==> config.mk <==
export PLATFORM = sky130hd
export DESIGN_NAME = align_addsub_serial_flat
export DESIGN_NICKNAME = d
export VERILOG_FILES = /design/src/rtl/align_addsub_serial_if.sv /design/src/rtl/align_addsub_serial.sv /design/src/flat_wrapper.sv
export SDC_FILE = /design/constraint.sdc
export NUM_CORES = 1
export LEC_CHECK = 0
export CELL_PAD_IN_SITES_DETAIL_PLACEMENT = 1
export CELL_PAD_IN_SITES_GLOBAL_PLACEMENT = 1
export CORE_MARGIN = 8
export CORE_UTILIZATION = 35
export DETAILED_ROUTE_END_ITERATION = 12
export GPL_TIMING_DRIVEN = 0
export PLACE_DENSITY = 0.82
export SYNTH_ARGS = -nofsm -noshare
export SYNTH_HDL_FRONTEND = slang
export SYNTH_SLANG_ARGS = --single-unit
==> constraint.sdc <==
create_clock -name clk -period 9.4 [get_ports clk]
set_clock_uncertainty 0.1 [all_clocks]
set_input_delay 1.88 -clock clk [delete_from_list [all_inputs] [get_ports clk]]
set_output_delay 1.88 -clock clk [all_outputs]
set_load 0.02 [all_outputs]
==> src/rtl/align_addsub_serial_if.sv <==
// rtl/align_addsub_serial_if.sv - operand/result handshake bundle for align_addsub_serial
// ALIGN_STICKY_EN adds the sticky result bit.
interface align_addsub_serial_if;
  logic        in_valid;
  logic        in_ready;
  logic [31:0] A;
  logic [31:0] B;
  logic        op_in;
  logic        out_valid;
  logic        out_ready;
  logic [7:0]  pre_E;
  logic [23:0] MA;
  logic [23:0] MB;
  logic        op;
  logic        sign;
  logic        swap;
  logic        special;
`ifdef ALIGN_STICKY_EN
  logic        sticky;

  modport slave (
    input  in_valid, A, B, op_in, out_ready,
    output in_ready, out_valid, pre_E, MA, MB, op, sign, swap, special, sticky
  );
  modport master (
    output in_valid, A, B, op_in, out_ready,
    input  in_ready, out_valid, pre_E, MA, MB, op, sign, swap, special, sticky
  );
`else
  modport slave (
    input  in_valid, A, B, op_in, out_ready,
    output in_ready, out_valid, pre_E, MA, MB, op, sign, swap, special
  );
  modport master (
    output in_valid, A, B, op_in, out_ready,
    input  in_ready, out_valid, pre_E, MA, MB, op, sign, swap, special
  );
`endif
endinterface

==> src/rtl/align_addsub_serial.sv <==
// rtl/align_addsub_serial.sv - FP add/sub operand ordering and one-bit-per-cycle mantissa alignment
// ALIGN_STICKY_EN adds the sticky output (OR of shifted-out MB bits).
module align_addsub_serial #(
  parameter int MAX_SHIFT = 24
) (
  input logic                  clk,
  input logic                  rst,
  align_addsub_serial_if.slave io
);
  localparam int              CW          = $clog2(MAX_SHIFT + 1);
  localparam logic [7:0]      MAX_SHIFT_E = 8'(MAX_SHIFT);
  localparam logic [CW-1:0]   MAX_SHIFT_N = CW'(MAX_SHIFT);

  typedef enum logic [1:0] {IDLE, CMP, SHIFT, DONE} state_t;
  state_t state, state_n;

  logic [31:0]   ra, rb;
  logic          rop;

  logic [7:0]    w_e, wn_e;
  logic [23:0]   w_ma, wn_ma, w_mb, wn_mb;
  logic          w_op, wn_op, w_sign, wn_sign, w_swap, wn_swap;
  logic          w_special, wn_special, w_clamp, wn_clamp;
  logic [CW-1:0] cnt, cnt_n;
`ifdef ALIGN_STICKY_EN
  logic          w_sticky, wn_sticky;
`endif

  logic          b_gt;
  logic [31:0]   big, sml;
  logic [7:0]    e_big_eff, e_sml_eff, diff;
  logic          special_c, clamp_c;
  logic [CW-1:0] n_c;
  logic          entering_done;

  // Ordering uses raw {E,M}; alignment uses effective exponents (denormals count as E=1).
  always_comb begin
    b_gt      = rb[30:0] > ra[30:0];
    big       = b_gt ? rb : ra;
    sml       = b_gt ? ra : rb;
    e_big_eff = (big[30:23] == 8'd0) ? 8'd1 : big[30:23];
    e_sml_eff = (sml[30:23] == 8'd0) ? 8'd1 : sml[30:23];
    diff      = e_big_eff - e_sml_eff;
    special_c = (&ra[30:23]) | (&rb[30:23]);
    clamp_c   = !special_c && (diff > MAX_SHIFT_E);
    if (special_c)    n_c = '0;
    else if (clamp_c) n_c = MAX_SHIFT_N;
    else              n_c = diff[CW-1:0];
  end

  always_comb begin
    state_n    = state;
    cnt_n      = cnt;
    wn_e       = w_e;
    wn_ma      = w_ma;
    wn_mb      = w_mb;
    wn_op      = w_op;
    wn_sign    = w_sign;
    wn_swap    = w_swap;
    wn_special = w_special;
    wn_clamp   = w_clamp;
`ifdef ALIGN_STICKY_EN
    wn_sticky  = w_sticky;
`endif
    case (state)
      IDLE: begin
        if (io.in_valid) begin
          state_n = CMP;
`ifdef ALIGN_STICKY_EN
          wn_sticky = 1'b0;
`endif
        end
      end
      CMP: begin
        wn_e       = special_c ? 8'hFF : big[30:23];
        wn_ma      = {(big[30:23] != 8'd0), big[22:0]};
        wn_mb      = {(sml[30:23] != 8'd0), sml[22:0]};
        wn_op      = rop ^ ra[31] ^ rb[31];
        wn_sign    = b_gt ? (rb[31] ^ rop) : ra[31];
        wn_swap    = b_gt;
        wn_special = special_c;
        wn_clamp   = clamp_c;
        cnt_n      = n_c;
        state_n    = (n_c == '0) ? DONE : SHIFT;
      end
      SHIFT: begin
        wn_mb = w_mb >> 1;
`ifdef ALIGN_STICKY_EN
        wn_sticky = w_sticky | w_mb[0];
`endif
        cnt_n = cnt - CW'(1);
        if (cnt == CW'(1)) state_n = DONE;
      end
      DONE: begin
        if (io.out_ready) state_n = IDLE;
      end
      default: state_n = IDLE;
    endcase
  end

  assign entering_done = (state != DONE) && (state_n == DONE);
  assign io.in_ready   = (state == IDLE);
  assign io.out_valid  = (state == DONE);

  always_ff @(posedge clk) begin
    if (rst) begin
      state     <= IDLE;
      ra        <= '0;
      rb        <= '0;
      rop       <= 1'b0;
      cnt       <= '0;
      w_e       <= '0;
      w_ma      <= '0;
      w_mb      <= '0;
      w_op      <= 1'b0;
      w_sign    <= 1'b0;
      w_swap    <= 1'b0;
      w_special <= 1'b0;
      w_clamp   <= 1'b0;
`ifdef ALIGN_STICKY_EN
      w_sticky  <= 1'b0;
`endif
    end else begin
      state     <= state_n;
      cnt       <= cnt_n;
      w_e       <= wn_e;
      w_ma      <= wn_ma;
      w_mb      <= wn_mb;
      w_op      <= wn_op;
      w_sign    <= wn_sign;
      w_swap    <= wn_swap;
      w_special <= wn_special;
      w_clamp   <= wn_clamp;
`ifdef ALIGN_STICKY_EN
      w_sticky  <= wn_sticky;
`endif
      if (state == IDLE && io.in_valid) begin
        ra  <= io.A;
        rb  <= io.B;
        rop <= io.op_in;
      end
    end
  end

  // Visible results move only on entry to DONE so the consumer sees one stable snapshot.
  always_ff @(posedge clk) begin
    if (rst) begin
      io.pre_E   <= '0;
      io.MA      <= '0;
      io.MB      <= '0;
      io.op      <= 1'b0;
      io.sign    <= 1'b0;
      io.swap    <= 1'b0;
      io.special <= 1'b0;
`ifdef ALIGN_STICKY_EN
      io.sticky  <= 1'b0;
`endif
    end else if (entering_done) begin
      io.pre_E   <= wn_e;
      io.MA      <= wn_ma;
      io.MB      <= wn_clamp ? '0 : wn_mb;
      io.op      <= wn_op;
      io.sign    <= wn_sign;
      io.swap    <= wn_swap;
      io.special <= wn_special;
`ifdef ALIGN_STICKY_EN
      io.sticky  <= wn_sticky | (wn_clamp & (|wn_mb));
`endif
    end
  end
endmodule
==> src/flat_wrapper.sv <==
// flat-port wrapper written by rule: the top's interface ports become plain ports
module align_addsub_serial_flat 
#(
  parameter int MAX_SHIFT = 24
)
  (clk, rst, io_in_valid, io_A, io_B, io_op_in, io_out_ready, io_in_ready, io_out_valid, io_pre_E, io_MA, io_MB, io_op, io_sign, io_swap, io_special);
  align_addsub_serial_if io_i ();
  input logic clk;
  input logic rst;
  input wire logic [$bits(io_i.in_valid)-1:0] io_in_valid;
  input wire logic [$bits(io_i.A)-1:0] io_A;
  input wire logic [$bits(io_i.B)-1:0] io_B;
  input wire logic [$bits(io_i.op_in)-1:0] io_op_in;
  input wire logic [$bits(io_i.out_ready)-1:0] io_out_ready;
  output wire logic [$bits(io_i.in_ready)-1:0] io_in_ready;
  output wire logic [$bits(io_i.out_valid)-1:0] io_out_valid;
  output wire logic [$bits(io_i.pre_E)-1:0] io_pre_E;
  output wire logic [$bits(io_i.MA)-1:0] io_MA;
  output wire logic [$bits(io_i.MB)-1:0] io_MB;
  output wire logic [$bits(io_i.op)-1:0] io_op;
  output wire logic [$bits(io_i.sign)-1:0] io_sign;
  output wire logic [$bits(io_i.swap)-1:0] io_swap;
  output wire logic [$bits(io_i.special)-1:0] io_special;
  assign io_i.in_valid = io_in_valid;
  assign io_i.A = io_A;
  assign io_i.B = io_B;
  assign io_i.op_in = io_op_in;
  assign io_i.out_ready = io_out_ready;
  assign io_in_ready = io_i.in_ready;
  assign io_out_valid = io_i.out_valid;
  assign io_pre_E = io_i.pre_E;
  assign io_MA = io_i.MA;
  assign io_MB = io_i.MB;
  assign io_op = io_i.op;
  assign io_sign = io_i.sign;
  assign io_swap = io_i.swap;
  assign io_special = io_i.special;
  align_addsub_serial #(.MAX_SHIFT(MAX_SHIFT)) u_core (.clk(clk), .rst(rst), .io(io_i));
endmodule
* Yosys cells after proc, flatten, opt, wreduce, memory -nomap -nowiden
Index checks and enable logic that the tools add are counted.
** Word-level totals
- Flip-flop bits (word level) :: 193
- Word-level logic and storage cells :: 70
** Cells by class
- Mux-type cells :: 23
- Bitwise logic cells :: 4
- Add/subtract/negate cells :: 2
- Equality and inequality tests :: 6
- $lt $le $gt $ge :: 2
- Reductions and logical operators :: 13
** Operator list (count)
- 2-to-1 mux 31 bit :: 2
- 2-to-1 mux 24 bit :: 2
- case mux 24 bit (2 select lines) :: 1
- 2-to-1 mux 8 bit :: 4
- greater-than comparator 31 bit :: 1
- logical NOT 8 bit :: 2
- AND reduction 8 bit :: 2
- nonzero test 8 bit :: 2
- 2-to-1 mux 5 bit :: 2
- case mux 5 bit (2 select lines) :: 1
- greater-than comparator 8 x 5 -> 1 bit, second input constant :: 1
- case mux 2 bit (4 select lines) :: 1
- subtractor 8 bit :: 1
- 2-to-1 mux 1 bit :: 7
- equality test 2 bit, second input constant :: 3
- 2-to-1 mux 2 bit :: 3
- equality test 5 x 1 -> 1 bit, second input constant :: 1
- logical NOT 5 bit :: 1
- subtractor 5 x 1 -> 5 bit, second input constant :: 1
- logical AND 1 bit :: 3
- XOR 1 bit :: 3
- equality test 2 x 1 -> 1 bit, second input constant :: 1
- logical NOT 2 bit :: 1
- != test 2 bit, second input constant :: 1
- 3 further kinds :: 3

* Depth between registers and ports, before layout
Gate-level depths: netlist (run 1).
- Depth after elaboration :: 14
- Mapped depth :: 23
- Gate-level depth less buffers :: 18

* Least setup slack after synthesis (run 1)
No wires, ideal clock.
- Path type :: register -> register
- Start :: reg u_core.ra[24]
- End :: reg u_core.io.MA[10]
- Data arrival time :: 4719 ps
- Required time :: 9177 ps
- Slack :: 4457 ps
- Clock period less this slack :: 4943 ps
- Cell stages (with the launch flop) :: 24
- Path through :: dfxtp_1 -> inv_1 -> ha_1 -> a21oi_1 -> o21a_1 -> o221ai_1 -> o21a_1 -> clkbuf_1 -> nand2_1 -> clkbuf_1 -> nor3_1 -> a21oi_1 -> ha_1 -> fa_1 -> nand2b_1 -> a21oi_1 -> mux2i_1 -> o211ai_2 -> or4b_1 -> buf_2 -> and2_4 -> buf_6 -> buf_6 -> mux2_1
** On the way
- Longest elaborated chain between the ends :: 14
** RTL lines
- start, declared :: line align_addsub_serial.sv:17 : logic [31:0] ra, rb;
- start signal, assigned :: line align_addsub_serial.sv:138 : ra <= io.A;
- greater-than comparator 31 bit :: line align_addsub_serial.sv:38 : b_gt = rb[30:0] > ra[30:0];
- 2-to-1 mux 31 bit (on tied branches) :: line align_addsub_serial.sv:39, align_addsub_serial.sv:40
- logical NOT 8 bit (on tied branches) :: line align_addsub_serial.sv:41, align_addsub_serial.sv:42
- 2-to-1 mux 8 bit (on tied branches) :: line align_addsub_serial.sv:41, align_addsub_serial.sv:42
- subtractor 8 bit :: line align_addsub_serial.sv:43 : diff = e_big_eff - e_sml_eff;
- greater-than comparator 8 x 5 -> 1 bit :: line align_addsub_serial.sv:45 : clamp_c = !special_c && (diff > MAX_SHIFT_E);
- logical AND 1 bit :: line align_addsub_serial.sv:45
- 2-to-1 mux 5 bit :: line align_addsub_serial.sv:47 : else if (clamp_c) n_c = MAX_SHIFT_N;
- 2-to-1 mux 5 bit :: line align_addsub_serial.sv:46 : if (special_c) n_c = '0;
- logical NOT 5 bit :: line align_addsub_serial.sv:84 : state_n = (n_c == '0) ? DONE : SHIFT;
- 2-to-1 mux 1 bit :: line align_addsub_serial.sv:84
- case mux 2 bit (4 select lines) :: line align_addsub_serial.sv:65 : case (state)
- equality test 2 bit :: line align_addsub_serial.sv:101 : assign entering_done = (state != DONE) && (state_n == DONE);
- logical AND 1 bit :: line align_addsub_serial.sv:101
- end signal, assigned :: line align_addsub_serial.sv:160 : io.MA <= wn_ma;
- end, declared :: line align_addsub_serial_if.sv:32 : output in_ready, out_valid, pre_E, MA, MB, op, sign, swap, special
Several ways; a longest one is shown, not always the timed one.
A chain may end at the register's enable or synchronous reset.

* Worst setup path in the final report (run 1)
- Start :: reg u_core.ra[18]
- End :: reg u_core.io.MB[14]
** On the way
- Longest elaborated chain between the ends :: 14
** RTL lines
- greater-than comparator 31 bit (*) :: line align_addsub_serial.sv:38
- 2-to-1 mux 31 bit (on tied branches) :: line align_addsub_serial.sv:39, align_addsub_serial.sv:40
- logical NOT 8 bit (on tied branches) :: line align_addsub_serial.sv:41, align_addsub_serial.sv:42
- 2-to-1 mux 8 bit (on tied branches) :: line align_addsub_serial.sv:41, align_addsub_serial.sv:42
- subtractor 8 bit :: line align_addsub_serial.sv:43
- greater-than comparator 8 x 5 -> 1 bit :: line align_addsub_serial.sv:45
- logical AND 1 bit :: line align_addsub_serial.sv:45
- 2-to-1 mux 5 bit :: line align_addsub_serial.sv:47
- 2-to-1 mux 5 bit :: line align_addsub_serial.sv:46
- logical NOT 5 bit :: line align_addsub_serial.sv:84
- 2-to-1 mux 1 bit :: line align_addsub_serial.sv:84
- case mux 2 bit (4 select lines) :: line align_addsub_serial.sv:65
- equality test 2 bit :: line align_addsub_serial.sv:101
- logical AND 1 bit :: line align_addsub_serial.sv:101
- end signal, assigned :: line align_addsub_serial.sv:161 : io.MB <= wn_clamp ? '0 : wn_mb;
- end, declared :: line align_addsub_serial_if.sv:32
Every way passes the cells marked *; elsewhere a longest branch is shown, timed or not.

==> summary.txt, run 1 <==
Status: completed
Hold buffers post-CTS: 0
Die X: 184 microns
Share of the synthesized area in the top cell type: 39.2%
XOR/XNOR share of the synthesized area: 0.622%
Largest cells by area after synthesis: dfxtp_1 39%, nand2_1 6.8%, ha_1 5.8%, a21oi_1 4.6%, nor2_1 4.0%
Pint: 1.67 mW
Netlist cell types: 60
Clock power frac: 25.6%
Fin cells: 1758
Grt ovf: 0
Final hold slack: 0.370 ns
Cell Area, Synth: 0.00986 sq mm
Syn Inst Count: 1219
Setup crit start kind: flip-flop
Hold Path Origin: u_core.rop$_SDFFE_PP0P_
CTS tree: yes
DRC Markers: 0
Mux cell area share after synthesis: 4.46%
Layout cells sized above 1: 5.65%
Rel. slew slack: 13.9%
Starting DRC count in detailed routing: 633
Kind of critical path: reg -> reg
Final net count: 1483
IO Count: 131
Most frequent cells in the layout: 193 x dfxtp_1, 178 x nand2_1, 129 x clkdlybuf4s50_1
Critical Path Sink Type: flip-flop
Post-synth EDFFs: 0
Port bufs: 129
Placer Congestion: 0.910
Routed Antenna Nets: 0
DP Cell Count: 1726
Clock Sinks: 193
Sequential share of power: 34.9%
Final setup vio count: 0
CP startpoint: u_core.ra[18]$_SDFFE_PP0P_
Post-synth top area cell: dfxtp_1
Buffer count from post-CTS setup fixing: 0
Starting density of the core: 35.5%
Total negative setup slack: 0 ns
Adder-cell area share of the yosys netlist: 6.04%
Total CTS buffers: 17
Reg2Reg Launch Point: u_core.ra[18]$_SDFFE_PP0P_
Ant diodes: 0
Comb pwr share: 39.5%
Clock latency on the worst-skew pair: 0.45 ns
Required time worst endpoint: 9.59 ns
Post-synthesis compound-gate area fraction: 20.0%
Static Leakage: 4.61 nW
P per Cell Area: 236 mW/mm^2
CTS Root Buffer Type: clkbuf_16
Period utilisation layout: 70.5%
Clock slew at reported path FFs: 0.07 ns
Top_reg_cell synth: dfxtp_1
Vias in the first global route: 10400
Final hold violations: 0
Hold Crit Class: reg -> reg
Die H: 184 microns
Worst EP arrival: 6.82 ns
Max Slew Vio Count: 0
Flops & latches, synth: 193
Core footprint: 0.0278 sq mm
Fmax achieved: 151 MHz
First-pass GRT wire length: 57.2 mm
Largest net degree at the start of global routing: 18
Async S/R FF share, synth: 0%
Number of H-tree levels: 4
Cts repair resizes: 0
Switching pwr: 1.21 mW
Area Growth Syn to Fin: 23.8%
Largest fanout on the critical path: 10
Avg Inst Size Synth: 8.09 sq um
Initial antenna violation count: 0
Synth Warn #: 0
Largest family of logic cells by synthesized area: simple AND/OR/NAND/NOR gates
Post-layout min period: 6.63 ns
Sw frac: 42.1%
RSZ-0062 raised after global routing: false
Post-Synth Simple-Gate Area: 22.5%
Worst Max-Slew Pin Slew: 1.28 ns
Routed vias: 9762
Total track usage: 21.5%
Post-Syn Nets: 1335
Row count: 61
Total iterations of the first detailed-routing run: 7
Clk buf depth: 2
VDD IR max: 133 uV
HPWL Detailed: 27.7 mm
Seq/Total Area, Yosys: 39.2%
Vias per cell: 5.55
Max Cap Viol: 0
Most common cell after layout, fill and taps aside: dfxtp_1
Final wirelength: 36.7 mm
Die Area: 0.0338 sq mm
Drt wl/cell: 20.9 microns
## path summary, 6_finish.rpt
check / slack (ns) / endpoint / cells past startpoint
hold / removal: 0.37 / u_core.rop$_SDFFE_PP0P_ / 2
hold reg to reg: 0.37 / u_core.rop$_SDFFE_PP0P_ / 2
setup reg to reg: 2.77 / u_core.io.MB[14]$_SDFFE_PP0P_ / 21
setup / recovery: 2.77 / u_core.io.MB[14]$_SDFFE_PP0P_ / 21
## layout make-up
type	count	area [sq um]
buffer	89	383
clock buffer	19	453
clock inverter	13	128
fill	3376	15600
inverter	89	334
multi-input combinational	848	5280
sequential	193	3860
tap	378	473
timing repair buffer	129	1290
## state kept, by name (all words and copies together), names as in the netlist, 2 cells and up
register	flops
u_core.ra	32
u_core.state	2
u_core.cnt	5
u_core.w_ma	24
u_core.w_mb	24
u_core.io.MA	24
u_core.rb	32
u_core.io.MB	24
u_core.io.pre_E	8
u_core.w_e	8
## cell families after synthesis
family          count (synthesis)
mux                            38
flops                         193
compound gates                273
fa+ha+maj                      47
xor+xnor                        7
simple gates                  483
buf+inv                       178
## power by group through the flow
stage,combinational [mW],clock [mW],sequential [mW]
floorplan,0.710,0,1.01
global placement,1.07,0,1.02
detailed placement,1.11,0,1.02
CTS,1.12,0.746,1.00
global route,1.23,0.778,1.01
finish,1.14,0.738,1.01
## worst max-delay path, stage by stage (launching register included)
cell and delay [ns]:
dfxtp_1 0.42, inv_1 0.07, ha_1 0.32, nand4_1 0.19
nor4_1 0.65, o31ai_1 0.26, nand4b_1 0.49, nand2_1 0.23
clkbuf_1 0.30, nor3_1 0.24, a21oi_1 0.09, ha_1 0.23
fa_1 0.41, nand2b_1 0.18, a21oi_1 0.20, mux2i_1 0.26
o211ai_2 0.19, or4b_1 0.59, buf_2 0.20, nand3_1 0.31
buf_2 0.38, o32ai_2 0.16
## cell usage after synthesis (4+ instances only)
library cell and n:
nor2b_1 38, nor4_1 4, mux2_1 19, inv_1 89, nor2_1 106, nand2_1 178, a21oi_1 90, o32ai_2 20
nand3_1 66, ha_1 46, buf_1 13, nand2b_1 5, mux2i_1 8, mux2_4 6, o21ai_0 46, buf_6 6
nor3_1 32, and3_1 25, nand4_1 14, a211oi_1 52, clkbuf_1 67, dfxtp_1 193, a311oi_1 31, mux2_2 5
xnor2_1 5
## per-layer routing
layer | vias to the layer above | wire [microns] | track usage, %
met3 | 84 | 2340 | 4.68
met4 | 0 | 1230 | 8.81
met1 | 4794 | 15500 | 26.1
li1 | 4552 | - | -
met5 | - | 0 | 0
met2 | 332 | 17600 | 36.5
## through the flow
| step | util [%] | power [mW] | instance area (sq um) | worst slack [ns] |
|---|---|---|---|---|
| 2_1_floorplan | - | 1.72 | 9860 | 4.46 |
| 3_3_place_gp | 41.9 | 2.08 | 11600 | 3.13 |
| 3_5_place_dp | 41.9 | 2.13 | 11600 | 2.99 |
| 6_report | 43.9 | 2.88 | 12200 | 2.77 |
| 4_1_cts | 43.9 | 2.87 | 12200 | 2.93 |
| 5_1_grt | 43.9 | 3.02 | 12200 | 2.44 |
Note: power is estimated with default switching activity, not from simulation.
==> inputs of run 2 (changes only) <==
==> constraint.sdc (replaced) <==
create_clock -name clk -period 6.67 [get_ports clk]
set_clock_uncertainty 0.1 [all_clocks]
set_input_delay 1.334 -clock clk [delete_from_list [all_inputs] [get_ports clk]]
set_output_delay 1.334 -clock clk [all_outputs]
set_load 0.02 [all_outputs]
==> summary.txt, run 2 (synthesis results as in run 1) <==
Max Slew Vio Count: 0 (unchanged)
CTS tree: yes (unchanged)
Critical path's largest stage delay: 0.58 ns (was 0.65 ns)
HPWL Detailed: 27.7 mm (unchanged)
Starting DRC count in detailed routing: 645 (was 633)
Worst Max-Slew Pin Slew: 1.30 ns (was 1.28 ns)
Worst reg2reg setup slack: 0.36 ns (was 2.77 ns)
Max Cap Viol: 0 (unchanged)
Fin worst setup slack: 0.362 ns (was 2.77 ns)
Final hold slack: 0.370 ns (about the same)
Placer Congestion: 0.910 (unchanged)
Biggest regs: u_core.ra: 32 flops, u_core.rb: 32 flops (unchanged)
Reg area: 0.00386 sq mm (unchanged)
CTS Root Buffer Type: clkbuf_16 (unchanged)
Starting density of the core: 35.5% (unchanged)
Period utilisation layout: 94.6% (was 70.5%)
Core footprint: 0.0278 sq mm (unchanged)
Reg2Reg Launch Point: u_core.ra[30]$_SDFFE_PP0P_ (was u_core.ra[18]$_SDFFE_PP0P_)
Clock Sinks: 193 (unchanged)
CP cell instances: inv_1 -> ha_1 -> nand4_1 -> o221ai_1 -> o21a_1 -> nand2_1 -> clkbuf_1 -> nor3_1 -> a21oi_1 -> ha_1 -> fa_1 -> nand2b_1 -> a21oi_1 -> mux2i_1 -> o211ai_2 -> or4b_1 -> buf_2 -> nand3_1 -> buf_2 -> o32ai_2 (was inv_1 -> ha_1 -> nand4_1 -> nor4_1 -> o31ai_1 -> nand4b_1 -> nand2_1 -> clkbuf_1 -> nor3_1 -> a21oi_1 -> ha_1 -> fa_1 -> nand2b_1 -> a21oi_1 -> mux2i_1 -> o211ai_2 -> or4b_1 -> buf_2 -> nand3_1 -> buf_2 -> o32ai_2)
Grt ovf: 0 (unchanged)
Port bufs: 129 (unchanged)
Hold Crit Class: reg -> reg (unchanged)
Fmax achieved: 159 MHz (was 151 MHz)
Most common cell after layout, fill and taps aside: dfxtp_1 (unchanged)
Clock slew at reported path FFs: 0.07 ns (about the same)
Die H: 184 microns (unchanged)
R2r endpoint: u_core.io.MB[14]$_SDFFE_PP0P_ (unchanged)
Routed vias: 9814 (was 9762)
Worst EP arrival: 6.50 ns (was 6.82 ns)
IO Count: 131 (unchanged)
Die Area: 0.0338 sq mm (unchanged)
Slowest-stage cell, CP: or4b_1 (was nor4_1)
Cells on worst reg2reg path: 20 (was 21)
Initial antenna violation count: 0 (unchanged)
First-pass GRT wire length: 57.2 mm (unchanged)
Required time worst endpoint: 6.86 ns (was 9.59 ns)
Area Growth Syn to Fin: 23.9% (was 23.8%)
Kind of critical path: reg -> reg (unchanged)
Fill cell count: 3377 (was 3376)
Routed Antenna Nets: 0 (unchanged)
Total iterations of the first detailed-routing run: 7 (unchanged)
Status: completed (unchanged)
Hold Path Origin: u_core.rop$_SDFFE_PP0P_ (unchanged)
Rel. slew slack: 12.7% (was 13.9%)
Critical Path Sink Type: flip-flop (unchanged)
Final hold violations: 0 (unchanged)
Most frequent cells in the layout: 193 x dfxtp_1, 178 x nand2_1, 129 x clkdlybuf4s50_1 (unchanged)
Drt wl/cell: 20.9 microns (about the same)
Layout cells sized above 1: 5.87% (was 5.65%)
Ant diodes: 0 (unchanged)
Vias per cell: 5.58 (was 5.55)
Clock latency on the worst-skew pair: 0.45 ns (about the same)
Largest net degree at the start of global routing: 18 (unchanged)
Clk buf depth: 2 (unchanged)
Pre-CTS worst setup slack: 0.261 ns (was 2.99 ns)
Min-Delay Endpoint: u_core.rop$_SDFFE_PP0P_ (unchanged)
Static Leakage: 4.62 nW (was 4.61 nW)
RSZ-0062 raised after global routing: false (unchanged)
Final setup vio count: 0 (unchanged)
Setup crit start kind: flip-flop (unchanged)
Final wirelength: 36.7 mm (about the same)
Total CTS buffers: 17 (unchanged)
Multi-input gate area: 0.00529 sq mm (was 0.00528 sq mm)
Largest fanout on the critical path: 10 (unchanged)
DRC Markers: 0 (unchanged)
Hold Path Depth: 2 (unchanged)
Row count: 61 (unchanged)
Die X: 184 microns (unchanged)
Vias in the first global route: 10400 (unchanged)
Number of H-tree levels: 4 (unchanged)
P per Cell Area: 333 mW/mm^2 (was 236 mW/mm^2)
Total track usage: 21.5% (unchanged)
Final net count: 1484 (was 1483)
Post-layout min period: 6.31 ns (was 6.63 ns)
VDD IR max: 190 uV (was 133 uV)
Total negative setup slack: 0 ns (unchanged)
-- run 2: cell count changes in the layout (fill, tap and decap cells not counted), sizes merged --
cell,before,now
buf,22,24
clkbuf,86,85
-- run 2: worst max path at each step --
stage | start | end | slack [ns] | cells after the start
after CTS | u_core.ra[18]$_SDFFE_PP0P_ | u_core.io.MB[14]$_SDFFE_PP0P_ | 0.20 | 21
after global placement | u_core.ra[18]$_SDFFE_PP0P_ | u_core.io.MB[20]$_SDFFE_PP0P_ | 0.40 | 21
after floorplan | u_core.ra[24]$_SDFFE_PP0P_ | u_core.io.MA[10]$_SDFFE_PP0P_ | 1.73 | 23
after global routing | u_core.ra[30]$_SDFFE_PP0P_ | u_core.io.MB[14]$_SDFFE_PP0P_ | 0.08 | 20
after detailed placement | u_core.ra[18]$_SDFFE_PP0P_ | u_core.io.MB[14]$_SDFFE_PP0P_ | 0.26 | 21
final | u_core.ra[30]$_SDFFE_PP0P_ | u_core.io.MB[14]$_SDFFE_PP0P_ | 0.36 | 20
-- run 2: repair_timing --
action / 4_1_cts / 5_1_grt
endpoints found under the setup margin: 0 / 51
hold buffers: 0 / 0
buffers inserted: 0 / 2
gates resized for setup: 0 / 1
-- run 2: critical path, delay by kind of cell (launching register included) --
kind	cells	cell delay, ns
adder cells (fa/ha/maj)	3	0.95
AND/OR/NAND/NOR	6	1.66
AO/OA/AOI/OAI	6	1.67
buffers and inverters	4	0.98
flip-flops	1	0.52
multiplexers	1	0.26
-- run 2: where the power goes --
group          leakage (nW)  internal (mW)  switching, mW
combinational          2.77          0.512           1.10
clock                 0.276          0.543          0.493
sequential             1.58           1.30          0.117
-- run 2: layer usage --
layer / GRT usage, % / vias to the layer above / wire length [microns]
li1: - / 4555 / -
met1: 26.1 / 4839 / 15500
met2: 36.5 / 342 / 17700
met3: 4.68 / 78 / 2290
met4: 8.81 / 0 / 1210
met5: 0 / - / 0
-- run 2: area by class of cell --
class,instances,area share [%]
sequential,193,31.6
multi-input combinational,848,43.3
tap,378,3.87
clock buffer,19,3.70
clock inverter,13,1.04
inverter,89,2.73
timing repair buffer,131,10.7
buffer,88,3.10
-- run 2: through the flow --
step / cells / util [%] / cell area [sq um] / total power [mW]
2_1_floorplan: 1219 / - / 9860 / 2.42
3_3_place_gp: 1726 / 41.9 / 11600 / 2.94
3_5_place_dp: 1726 / 41.9 / 11600 / 3.00
4_1_cts: 1758 / 43.9 / 12200 / 4.04
5_1_grt: 1759 / 44.0 / 12200 / 4.27
6_report: 1759 / 44.0 / 12200 / 4.07
==> inputs of run 3 (changes only) <==
--- a/config.mk
+++ b/config.mk
@@ -12,6 +12,7 @@
 export DETAILED_ROUTE_END_ITERATION = 12
 export GPL_TIMING_DRIVEN = 0
 export PLACE_DENSITY = 0.82
+export SKIP_CTS_REPAIR_TIMING = 1
 export SYNTH_ARGS = -nofsm -noshare
 export SYNTH_HDL_FRONTEND = slang
 export SYNTH_SLANG_ARGS = --single-unit
==> results of run 3 <==
Same layout as run 2: the final DEF is identical, and so are final timing and power.
